[src/rtl/uart_tx.sv]
// UART transmitter: start bit, LSB-first data, optional even parity, one stop bit.
// Optional parity bit is compiled in with the UART_TX_PARITY_EN macro.
module uart_tx #(
  parameter int DATA_BITS  = 8,
  parameter int BIT_PERIOD = 10
) (
  input  logic                 clk,
  input  logic                 rst,
  input  logic [DATA_BITS-1:0] tx_data,
  input  logic                 tx_start,
  output logic                 tx_busy,
  output logic                 tx_done,
  output logic                 serial_out
);

  localparam int TW = (BIT_PERIOD > 1) ? $clog2(BIT_PERIOD) : 1;
  localparam int CW = $clog2(DATA_BITS + 1);
  localparam logic [TW-1:0] TIMER_MAX = TW'(BIT_PERIOD - 1);
  localparam logic [CW-1:0] LAST_BIT  = CW'(DATA_BITS - 1);

`ifdef UART_TX_PARITY_EN
  typedef enum logic [2:0] {IDLE, START, DATA, PARITY, STOP} state_t;
`else
  typedef enum logic [2:0] {IDLE, START, DATA, STOP} state_t;
`endif

  state_t               state_q, state_d;
  logic [TW-1:0]        timer_q, timer_d;
  logic [CW-1:0]        bit_cnt_q, bit_cnt_d;
  logic [DATA_BITS-1:0] shift_q, shift_d;
  logic                 serial_q, serial_d;
  logic                 busy_q, busy_d;
  logic                 done_q, done_d;
  logic                 expire;
`ifdef UART_TX_PARITY_EN
  logic                 parity_q, parity_d;
`endif

  assign expire = (timer_q == TIMER_MAX);

  always_ff @(posedge clk or posedge rst) begin
    if (rst) begin
      state_q   <= IDLE;
      timer_q   <= '0;
      bit_cnt_q <= '0;
      shift_q   <= '0;
      serial_q  <= 1'b1;
      busy_q    <= 1'b0;
      done_q    <= 1'b0;
`ifdef UART_TX_PARITY_EN
      parity_q  <= 1'b0;
`endif
    end else begin
      state_q   <= state_d;
      timer_q   <= timer_d;
      bit_cnt_q <= bit_cnt_d;
      shift_q   <= shift_d;
      serial_q  <= serial_d;
      busy_q    <= busy_d;
      done_q    <= done_d;
`ifdef UART_TX_PARITY_EN
      parity_q  <= parity_d;
`endif
    end
  end

  // Outputs are registered, so each branch drives the value for the state being entered.
  always_comb begin
    state_d   = state_q;
    timer_d   = timer_q;
    bit_cnt_d = bit_cnt_q;
    shift_d   = shift_q;
    serial_d  = serial_q;
    busy_d    = busy_q;
    done_d    = 1'b0;
`ifdef UART_TX_PARITY_EN
    parity_d  = parity_q;
`endif
    case (state_q)
      IDLE: begin
        serial_d = 1'b1;
        busy_d   = 1'b0;
        if (tx_start) begin
          state_d   = START;
          shift_d   = tx_data;
          timer_d   = '0;
          bit_cnt_d = '0;
          serial_d  = 1'b0;
          busy_d    = 1'b1;
`ifdef UART_TX_PARITY_EN
          parity_d  = ^tx_data;
`endif
        end
      end
      START: begin
        if (expire) begin
          state_d  = DATA;
          timer_d  = '0;
          serial_d = shift_q[0];
        end else begin
          timer_d = timer_q + 1'b1;
        end
      end
      DATA: begin
        if (expire) begin
          timer_d   = '0;
          shift_d   = shift_q >> 1;
          bit_cnt_d = bit_cnt_q + 1'b1;
          if (bit_cnt_q == LAST_BIT) begin
`ifdef UART_TX_PARITY_EN
            state_d  = PARITY;
            serial_d = parity_q;
`else
            state_d  = STOP;
            serial_d = 1'b1;
`endif
          end else begin
            serial_d = shift_q[1];
          end
        end else begin
          timer_d = timer_q + 1'b1;
        end
      end
`ifdef UART_TX_PARITY_EN
      PARITY: begin
        if (expire) begin
          state_d  = STOP;
          timer_d  = '0;
          serial_d = 1'b1;
        end else begin
          timer_d = timer_q + 1'b1;
        end
      end
`endif
      STOP: begin
        if (expire) begin
          state_d  = IDLE;
          timer_d  = '0;
          serial_d = 1'b1;
          busy_d   = 1'b0;
          done_d   = 1'b1;
        end else begin
          timer_d = timer_q + 1'b1;
        end
      end
      default: begin
        state_d  = IDLE;
        timer_d  = '0;
        serial_d = 1'b1;
        busy_d   = 1'b0;
      end
    endcase
  end

  assign tx_busy    = busy_q;
  assign tx_done    = done_q;
  assign serial_out = serial_q;

endmodule
[config.mk]
export PLATFORM = sky130hd
export DESIGN_NAME = uart_tx
export DESIGN_NICKNAME = d
export VERILOG_FILES = /design/src/rtl/uart_tx.sv
export SDC_FILE = /design/constraint.sdc
export NUM_CORES = 1
export LEC_CHECK = 0
export CORE_MARGIN = 4
export CORE_UTILIZATION = 31
export DETAILED_ROUTE_END_ITERATION = 8
export HOLD_SLACK_MARGIN = 0.08
export PLACE_DENSITY_LB_ADDON = 0.2
export SETUP_SLACK_MARGIN = 0.05
export SLEW_MARGIN = 20
export SYNTH_ARGS = -nofsm -noshare
export SYNTH_HDL_FRONTEND = slang
export SYNTH_SLANG_ARGS = --single-unit
[constraint.sdc]
create_clock -name clk -period 2.3 [get_ports clk]
set_input_delay 0.345 -clock clk [delete_from_list [all_inputs] [get_ports clk]]
set_output_delay 0.345 -clock clk [all_outputs]
set_load 0.03 [all_outputs]
Yosys cells after proc, flatten, opt, wreduce, memory -nomap -nowiden. Cells that the tools add are included.

Add/subtract/negate cells: 2. Equal/unequal tests: 10. Mux-type cells: 25. Bitwise gates (word level): 1. Reduce and logical (&&, ||, !) cells: 8.

Operators with widths (count): $mux 8 (2); $pmux 4 s2 (2); $pmux 8 s2 (1); $mux 3 (5); $mux 4 (3); $pmux 3 s4 (1); $ne 2x2->1 const B (5); $mux 1 (9); $add 4x1->4 const B (2); $eq 3x2->1 const B (2); $reduce_and 3->1 (2); $reduce_and 5->1 (1); $eq 4x3->1 const B (1); $eq 4x4->1 const B (1); $pmux 1 s4 (1); $eq 3x1->1 const B (1); $logic_not 3->1 (1); $pmux 1 s3 (1); $reduce_or 3->1 (1); $reduce_and 2->1 (1); $reduce_bool 2->1 (1); $reduce_or 2->1 (1); $not 1->1 (1).

Register bits: 22. Bits of input ports: 11. Output and inout bits: 3. Word-level logic and storage cells: 53.

Depth between registers and ports, before layout. Gate-level depths: netlist of the first run.

Depth after elaboration: 4. Mapped depth: 8. Depth with buffers taken out: 6.

Worst setup path after synthesis of the first run. OpenSTA, ideal clock, no wires.

Kind: register to register. From: register state_q[0]. To: register state_q[1]. Library setup time: 0.125 ns. Arrival time: 1.422 ns. Required time: 2.175 ns. Slack: 0.753 ns. Stages on the path, launching flop included: 7. Buffers on the path: 1. Clock period less this slack: 1.547 ns. Cell sequence: dfrtp_1 inv_1 ha_1 buf_6 and2b_4 nand3b_4 mux2_4.

Cells in the longest elaborated chain, start to end: 3. Elaborated cells on any way between the ends: 11. Those cells by class: eq/ne (8); mux (1); reduce/logical (2).

Ends and longest elaborated chain: start: declaration (line 27) `state_t state_q, state_d;`; start signal: assignment (line 54) `state_q <= state_d;`; $eq 3x2->1 (tied with other cells) (line 79) `case (state_q)`; $ne 2x2->1 (no source line); $reduce_and 5->1 (no source line).

Several ways; a longest one is shown, not always the timed one. A chain may end at the register's enable or synchronous reset.

Final worst setup path of the first run.
From: register state_q[0]. To: register bit_cnt_q[2].

Cells in the longest elaborated chain, start to end: 3. Elaborated cells on any way between the ends: 7. Those cells by class: eq/ne (3); mux (1); reduce/logical (3).

Ends and longest elaborated chain: $eq 3x2->1 or $logic_not 3->1 (tied branches) (line 79); $ne 2x2->1 (no source line) or $reduce_bool 2->1 (tied branches); $reduce_and 3->1 (no source line); end signal: assignment (line 56) `bit_cnt_q <= bit_cnt_d;`; end: declaration (line 29) `logic [CW-1:0] bit_cnt_q, bit_cnt_d;`.

Several ways; a longest one is shown, not always the timed one.

==> flow_summary.ini, run 1 <==
[global_route]
grt_max_degree = 22
grt_pass1_wl_um = 3870
grt_pass1_vias = 886
antenna_found_initial = 0
grt_usage_pct = 9.510
overflow = 0

[status]
status = complete, no violations

[worst_setup_path]
path_max_fanout = 21
cp-end-kind = flop
crit_required_ps = 2460
criticalPathCategory = flop to flop
cp_data_arrival_time_ps = 2070
start_kind = flop

[timing]
hold_viol_final = 0
finalClockSkew_ps = 5.866
grt_setup_unrepaired = no
relSlewSlack_pct = 74.55
timing.final.crit_share_pct = 82.95
fin_ws_ps = 392.2
setup_violations = 0
drv_slew = 0
setup_tns_ps = 0
tightest_slew_ps = 381.8
period_minus_slack_ps = 1908
fmax_ghz = 0.5242

[floorplanning]
core_area_mm2 = 0.003771
std_cell_rows = 22
die_x_um = 71.31
die_area_mm2 = 0.005084
num_io_pins = 14
start_util_pct = 32.95
die_h_um = 71.31

[synthesis]
synth-seq-cells = 21
synth.distinct_cells = 34
yosysWarnings = 0
synth_top_area_cell = dfrtp_1
synth_most_common_cell = dfrtp_1
async_reset_ff_share_pct = 100.0
synth_common_cells = dfrtp_1, nor2_1, mux2i_1
yosysSeqAreaShare_pct = 42.40
ys.flop_type = dfrtp_1
synth_area_mm2 = 0.001242
synth_edf_count = 0
synth_area_leaders = dfrtp_1, ha_1, mux2i_1
syn_area_per_cell_um2 = 11.00
syn_inst = 113
syn-num-nets = 132
synth_top_area_share_pct = 40.28

[clock_network]
cts_hold_buf = 0
post_cts_buffers = 0
cts_tree = built
cts-root-buf = clkbuf_8
clock_sinks = 21
cts_made_buffers = 3
htree_levels = 1
cts_resized = 0
clock_tree.buffer_depth = 2
clk_pin_slew_ps = 80
clk_latency_ps = 260

[routing]
dr.pass1.iters = 3
viasPerCell = 4.653
wire_per_inst_um = 12.52
ant_nets = 0
drc_errors = 0
drt_iter0_drc = 21
wl_um = 2204
vias = 819

[final_layout]
fill_cells = 383
fin_nets = 148
area_growth_pct = 16.62
antenna_cells = 0
final_layout_size_suffix_gt1_share_pct = 20.31

[placed_design]
port_buffers = 13
gp_congestion = 0.7259
place_hpwl_um = 1648
place_ws_ps = 370.5

[power]
ir_drop_mv = 0.1311
p_clk_share_pct = 38.4
internal_power_mw = 0.5083
p_sw_share_pct = 21.14
pwr-share-comb_pct = 4.3
p_per_area_mw_per_mm2 = 444.9
p_leak_nw = 0.6832
p_sw_mw = 0.1362
p_seq_share_pct = 57.2

[min_path]
holdCritPathClass = input pin to async pin

[job]
drv_cap = 0
==> placed cells by master, fill, tap and decap left out, types with 6 or more instances in the layout <==
master,count
inv_1,7
dfrtp_1,20
a21oi_2,8
nor2_1,13
ha_1,8
clkdlybuf4s50_1,13
o21ai_0,6
nand2_1,7
mux2i_1,9
==> final cells by class <==
| type | count | area (um^2) | area share (%) |
|---|---|---|---|
| clock inverter | 1 | 7.507 | 0.5181 |
| clock buffer | 3 | 41.29 | 2.850 |
| sequential | 21 | 526.8 | 36.36 |
| inverter | 7 | 26.28 | 1.813 |
| tap | 48 | 60.06 | 4.145 |
| timing repair buffer | 16 | 152.6 | 10.54 |
| multi-input combinational | 80 | 634.4 | 43.78 |
==> final timing paths <==
path / startpoint / to / slack (ps) / cells after the start
min in group clk: tx_busy / tx_busy / 490 / 2
hold reg to reg: tx_busy / tx_busy / 490 / 2
setup / recovery: state_q[0] / bit_cnt_q[2] / 390 / 7
max in group asynchronous: rst / serial_out / 1620 / 3
setup reg to reg: state_q[0] / bit_cnt_q[2] / 390 / 7
hold / removal: rst / timer_q[2] / 400 / 3
==> worst max-delay path, stage by stage, from the launching register on <==
cell     delay, ps
dfrtp_1        420
inv_1          130
ha_1           400
mux2i_2        150
a21oi_2        120
buf_4          270
a21oi_1        110
a31o_2         210
==> layer usage <==
| metal | up-vias | routed length [um] | share of wire (%) | GRT usage [%] |
|---|---|---|---|---|
| li1 | 417 | - | - | - |
| met2 | 10 | 1137 | 52 | 16.53 |
| met3 | 4 | 61 | 2.8 | 2.104 |
| met4 | 0 | 27 | 1.2 | 4.802 |
| met1 | 388 | 977 | 44 | 10.89 |
| met5 | - | 0 | 0 | 0 |
==> through the flow <==
step | area (um^2) | util, % | hold slack (ps) | power, mW | std cells
floorplan | 1242 | - | 320.8 | 0.3830 | 113
global placement | 1400 | 37.13 | 480.0 | 0.4044 | 172
detailed placement | 1400 | 37.13 | 481.6 | 0.4049 | 172
CTS | 1449 | 38.42 | 413.6 | 0.6580 | 176
global route | 1449 | 38.42 | 452.6 | 0.6710 | 176
finish | 1449 | 38.42 | 404.5 | 0.6446 | 176
==> cell families after synthesis <==
logic type,synth area share (%)
compound gates,17.73
xor+xnor,1.410
fa+ha+maj,8.057
buf+inv,6.546
flops,42.40
mux,9.567
simple gates,14.30
==> flip-flops by register name, indices dropped and copies added (netlist names) <==
name / cells
bit_cnt_q: 4
serial_out: 1
shift_q: 8
state_q: 2
timer_q: 4
tx_busy: 1
tx_done: 1
==> power by group through the flow <==
stage                     registers [mW]  logic, mW  clock network [mW]
after floorplan                    0.376    0.00679                   0
after global placement             0.376     0.0282                   0
after detailed placement           0.376     0.0286                   0
after CTS                          0.369     0.0287               0.260
after global routing               0.369     0.0308               0.271
final                              0.369     0.0279               0.248
(Power assumes the default switching activity.)
==> run 2: changes to the inputs <==
==> constraint.sdc (replaced) <==
create_clock -name clk -period 1.7 [get_ports clk]
set_input_delay 0.255 -clock clk [delete_from_list [all_inputs] [get_ports clk]]
set_output_delay 0.255 -clock clk [all_outputs]
set_load 0.03 [all_outputs]
==> flow_summary.ini, run 2 (same netlist as run 1, synthesis figures left out) <==
[floorplanning]
core_area_mm2 = 0.003771
die_x_um = 71.31
die_area_mm2 = 0.005084
start_util_pct = 32.95
die_h_um = 71.31
num_io_pins = 14
std_cell_rows = 22

[placed_design]
port_buffers = 13
gp_congestion = 0.7654
dp_cells = 177
place_hpwl_um = 1696

[final_layout]
antenna_cells = 0
final_cell_mix = dfrtp_1, nor2_1, clkdlybuf4s50_1
fill_cells = 351
final_layout_size_suffix_gt1_share_pct = 29.41
fin_nets = 156
final_common_cell = dfrtp_1
regMostFlops = shift_q
area_growth_pct = 26.18
largestRegisters = shift_q x8, bit_cnt_q x4, timer_q x4
largest_reg_flops = 8
fin_cells = 184

[worst_setup_path]
path_buf_inv = 1
cpPeakStageDelay_ps = 410
cp-end-kind = flop
cp_data_arrival_time_ps = 1720
cp.depth = 5
start_kind = flop
ff2ff_path_depth = 5
critPathTopFamily = flip-flops
path_max_fanout = 3
path_cells = buf_4 -> ha_2 -> o31ai_4 -> nand3b_4 -> mux2_4
cp_slowest_cell = dfrtp_1
crit_required_ps = 1840
criticalPathCategory = flop to flop

[routing]
drc_errors = 0
ant_nets = 0
dr.pass1.iters = 4
viasPerCell = 4.625
top_layer = met4
vias = 851
wire_per_inst_um = 11.79
wl_met1_um = 1040
dr_wl_met2_um = 1034
dr_wl_met3_um = 81
wl_um = 2169
drt_iter0_drc = 34

[clock_network]
clk_latency_ps = 260
clk_pin_slew_ps = 80
cts_tree = built
htree_levels = 1
clock_tree.buffer_depth = 2
cts_made_buffers = 3
cts-root-buf = clkbuf_8
cts_hold_buf = 0
clock_sinks = 21

[global_route]
overflow = 0
grt_pass1_vias = 872
grt_max_degree = 22
grt_usage_pct = 9.292
grt_pass1_wl_um = 3781
antenna_found_initial = 0

[min_path]
holdCritPathClass = input pin to async pin

[timing]
grt_setup_unrepaired = yes
period_minus_slack_ps = 1572
drv_slew = 0
fmax_ghz = 0.6362
hold_ws_ps = 322.9
relSlewSlack_pct = 79.50
timing.final.crit_share_pct = 92.46
tightest_slew_ps = 306.6
setup_violations = 0
setup_tns_ps = 0
hold_viol_final = 0
finalClockSkew_ps = 4.059

[power]
p_leak_nw = 0.7300
p_per_area_mw_per_mm2 = 555.4
ir_drop_mv = 0.2838

[job]
drv_cap = 0

[status]
status = complete, no violations
-- run 2: final timing paths --
path | start | end | slack [ps]
min in group clk | tx_busy | tx_busy | 500
worst min register to register | tx_busy | tx_busy | 500
worst min-delay path | rst | state_q[0] | 320
worst max-delay path | state_q[0] | state_q[1] | 130
worst max register to register | state_q[0] | state_q[1] | 130
max in group asynchronous | rst | serial_out | 1110
-- run 2: cell type report --
class	count	area (um^2)	area share, %
clock buffers	3	41.29	2.634
clock inverters	1	7.507	0.4789
inverters	7	26.28	1.676
multi-input cells	80	680.7	43.42
flip-flops and latches	21	528.0	33.68
well taps	48	60.06	3.831
repair buffers	24	224.0	14.29
-- run 2: routing by layer --
metal	vias up	GRT usage, %
met5	-	0
met4	0	2.505
met3	2	2.945
met2	12	15.41
met1	400	11.62
li1	437	-
-- run 2: repair_timing --
item | CTS | global route
gates resized for setup | 2 | 10
gates cloned | 0 | 0
setup buffers | 2 | 1
pin swaps | 0 | 1
setup endpoints to repair | 10 | 12
-- run 2: per-stage QoR --
step / power (mW) / utilization, % / area, um^2 / worst slack (ps)
6_report: 0.8707 / 41.57 / 1568 / 128.1
4_1_cts: 0.8938 / 40.18 / 1515 / 50.27
3_5_place_dp: 0.5501 / 38.45 / 1450 / 9.058
5_1_grt: 0.9180 / 41.57 / 1568 / 38.15
3_3_place_gp: 0.5498 / 38.45 / 1450 / 49.89
2_1_floorplan: 0.5182 / - / 1242 / 153.2
-- run 2: worst register-to-register path: stages, from the launching register on --
cell,delay (ps)
dfrtp_1,410
buf_4,150
ha_2,200
o31ai_4,270
nand3b_4,120
mux2_4,310
-- run 2: power by group --
part	total, mW	switching (mW)	internal (mW)
Combinational	0.0402	0.0155	0.0247
Clock	0.331	0.166	0.165
Sequential	0.499	0	0.499
==> run 3: changes to the inputs <==
--- a/config.mk
+++ b/config.mk
@@ -5,6 +5,7 @@
 export SDC_FILE = /design/constraint.sdc
 export NUM_CORES = 1
 export LEC_CHECK = 0
+export ABC_CLOCK_PERIOD_IN_PS = 2029
 export CORE_MARGIN = 4
 export CORE_UTILIZATION = 31
 export DETAILED_ROUTE_END_ITERATION = 8
==> constraint.sdc (replaced) <==
create_clock -name clk -period 2.03 [get_ports clk]
set_input_delay 0.3045 -clock clk [delete_from_list [all_inputs] [get_ports clk]]
set_output_delay 0.3045 -clock clk [all_outputs]
set_load 0.03 [all_outputs]
==> flow_summary.ini, run 3 (same netlist as run 1, synthesis figures left out) <==
[global_route]
grt_max_degree = 14
antenna_found_initial = 0
grt_pass1_wl_um = 3684
grt_pass1_vias = 856
grt_usage_pct = 9.048
overflow = 0

[min_path]
holdCritPathClass = input pin to async pin

[worst_setup_path]
criticalPathCategory = flop to output port
cp_slowest_cell = clkdlybuf4s50_1
cp-end-kind = output port
ff2ff_path_depth = 6
regToRegEndpoint = bit_cnt_q[2]
cp_data_arrival_time_ps = 1460
path_cells = clkdlybuf4s50_1
crit_required_ps = 1730
r2r_start = state_q[0]
cp.depth = 1
path_max_fanout = 2
critPathTopFamily = buffers and inverters
cpPeakStageDelay_ps = 670
r2r_setup_slack_ps = 340
path_buf_inv = 1
start_kind = flop

[final_layout]
fill_cells = 372
multi_input_area_um2 = 634.4
largestRegisters = shift_q x8, bit_cnt_q x4, timer_q x4
post-route-util_pct = 38.95
final_common_cell = dfrtp_1
antenna_cells = 0
fin_cells = 179
regMostFlops = shift_q
seqCellArea_um2 = 526.8
largest_reg_flops = 8
final_cell_mix = dfrtp_1, nor2_1, clkdlybuf4s50_1
final_layout_size_suffix_gt1_share_pct = 22.14
fin_nets = 151
area_growth_pct = 18.23

[placed_design]
port_buffers = 13
place_hpwl_um = 1722
dp_cells = 175
gp_congestion = 0.7272

[clock_network]
clock_tree.buffer_depth = 2
clk_latency_ps = 260
cts_made_buffers = 3
cts-root-buf = clkbuf_8
clk_pin_slew_ps = 70
cts_resized = 0
cts_tree = built
cts_hold_buf = 0
post_cts_buffers = 0
clock_sinks = 21
htree_levels = 1

[routing]
dr.pass1.iters = 4
drc_errors = 0
viasPerCell = 4.637
ant_nets = 0
wire_per_inst_um = 11.58
drt_iter0_drc = 21
wl_um = 2072
vias = 830

[floorplanning]
die_area_mm2 = 0.005084
num_io_pins = 14
start_util_pct = 32.95
die_h_um = 71.31
std_cell_rows = 22
die_x_um = 71.31
core_area_mm2 = 0.003771

[power]
p_leak_nw = 0.7021
ir_drop_mv = 0.2644
finalPower_mw = 0.7159
p_per_area_mw_per_mm2 = 487.4

[timing]
relSlewSlack_pct = 77.95
drv_slew = 0
setup_violations = 0
timing.final.crit_share_pct = 86.94
tightest_slew_ps = 330.4
fmax_ghz = 0.5666
setup_tns_ps = 0
grt_setup_unrepaired = no
hold_viol_final = 0
finalClockSkew_ps = 4.819
period_minus_slack_ps = 1765

[job]
drv_cap = 0

[status]
status = complete, no violations
run 3: power by group:
part / total (mW) / leakage, nW / switching [mW] / internal [mW]
sequential: 0.418 / 0.259 / 0 / 0.418
clock: 0.267 / 0.0255 / 0.130 / 0.137
combinational: 0.0311 / 0.417 / 0.0117 / 0.0194
run 3: metal layers:
metal | global-route usage [%] | part of all wire (%) | vias to the layer above
li1 | - | - | 426
met1 | 10.13 | 44 | 388
met2 | 16.02 | 50 | 11
met3 | 3.366 | 4.3 | 5
met4 | 2.505 | 1.2 | 0
met5 | 0 | 0 | -
run 3: how the worst max path moves through the flow:
| stage | start | to | slack (ps) |
|---|---|---|---|
| floorplan | state_q[0] | state_q[1] | 480 |
| finish | serial_out | serial_out | 270 |
| CTS | serial_out | serial_out | 250 |
| global placement | tx_start | state_q[1] | 360 |
| global route | state_q[0] | shift_q[1] | 200 |
| detailed placement | state_q[0] | bit_cnt_q[2] | 340 |
run 3: final cells by class:
class / count / area share (%)
Clock buffer: 3 / 2.811
Tap cell: 48 / 4.089
Sequential cell: 21 / 35.86
Multi-Input combinational cell: 80 / 43.19
Clock inverter: 1 / 0.3407
Inverter: 7 / 1.789
Timing Repair Buffer: 19 / 11.93
run 3: per-stage QoR:
step / instance area [um^2] / hold WS, ps / worst slack, ps
global route: 1469 / 324.5 / 201.6
detailed placement: 1423 / 478.8 / 337.0
CTS: 1469 / 306.8 / 247.6
finish: 1469 / 298.0 / 265.0
floorplan: 1242 / 280.3 / 483.2
global placement: 1423 / 479.4 / 360.5
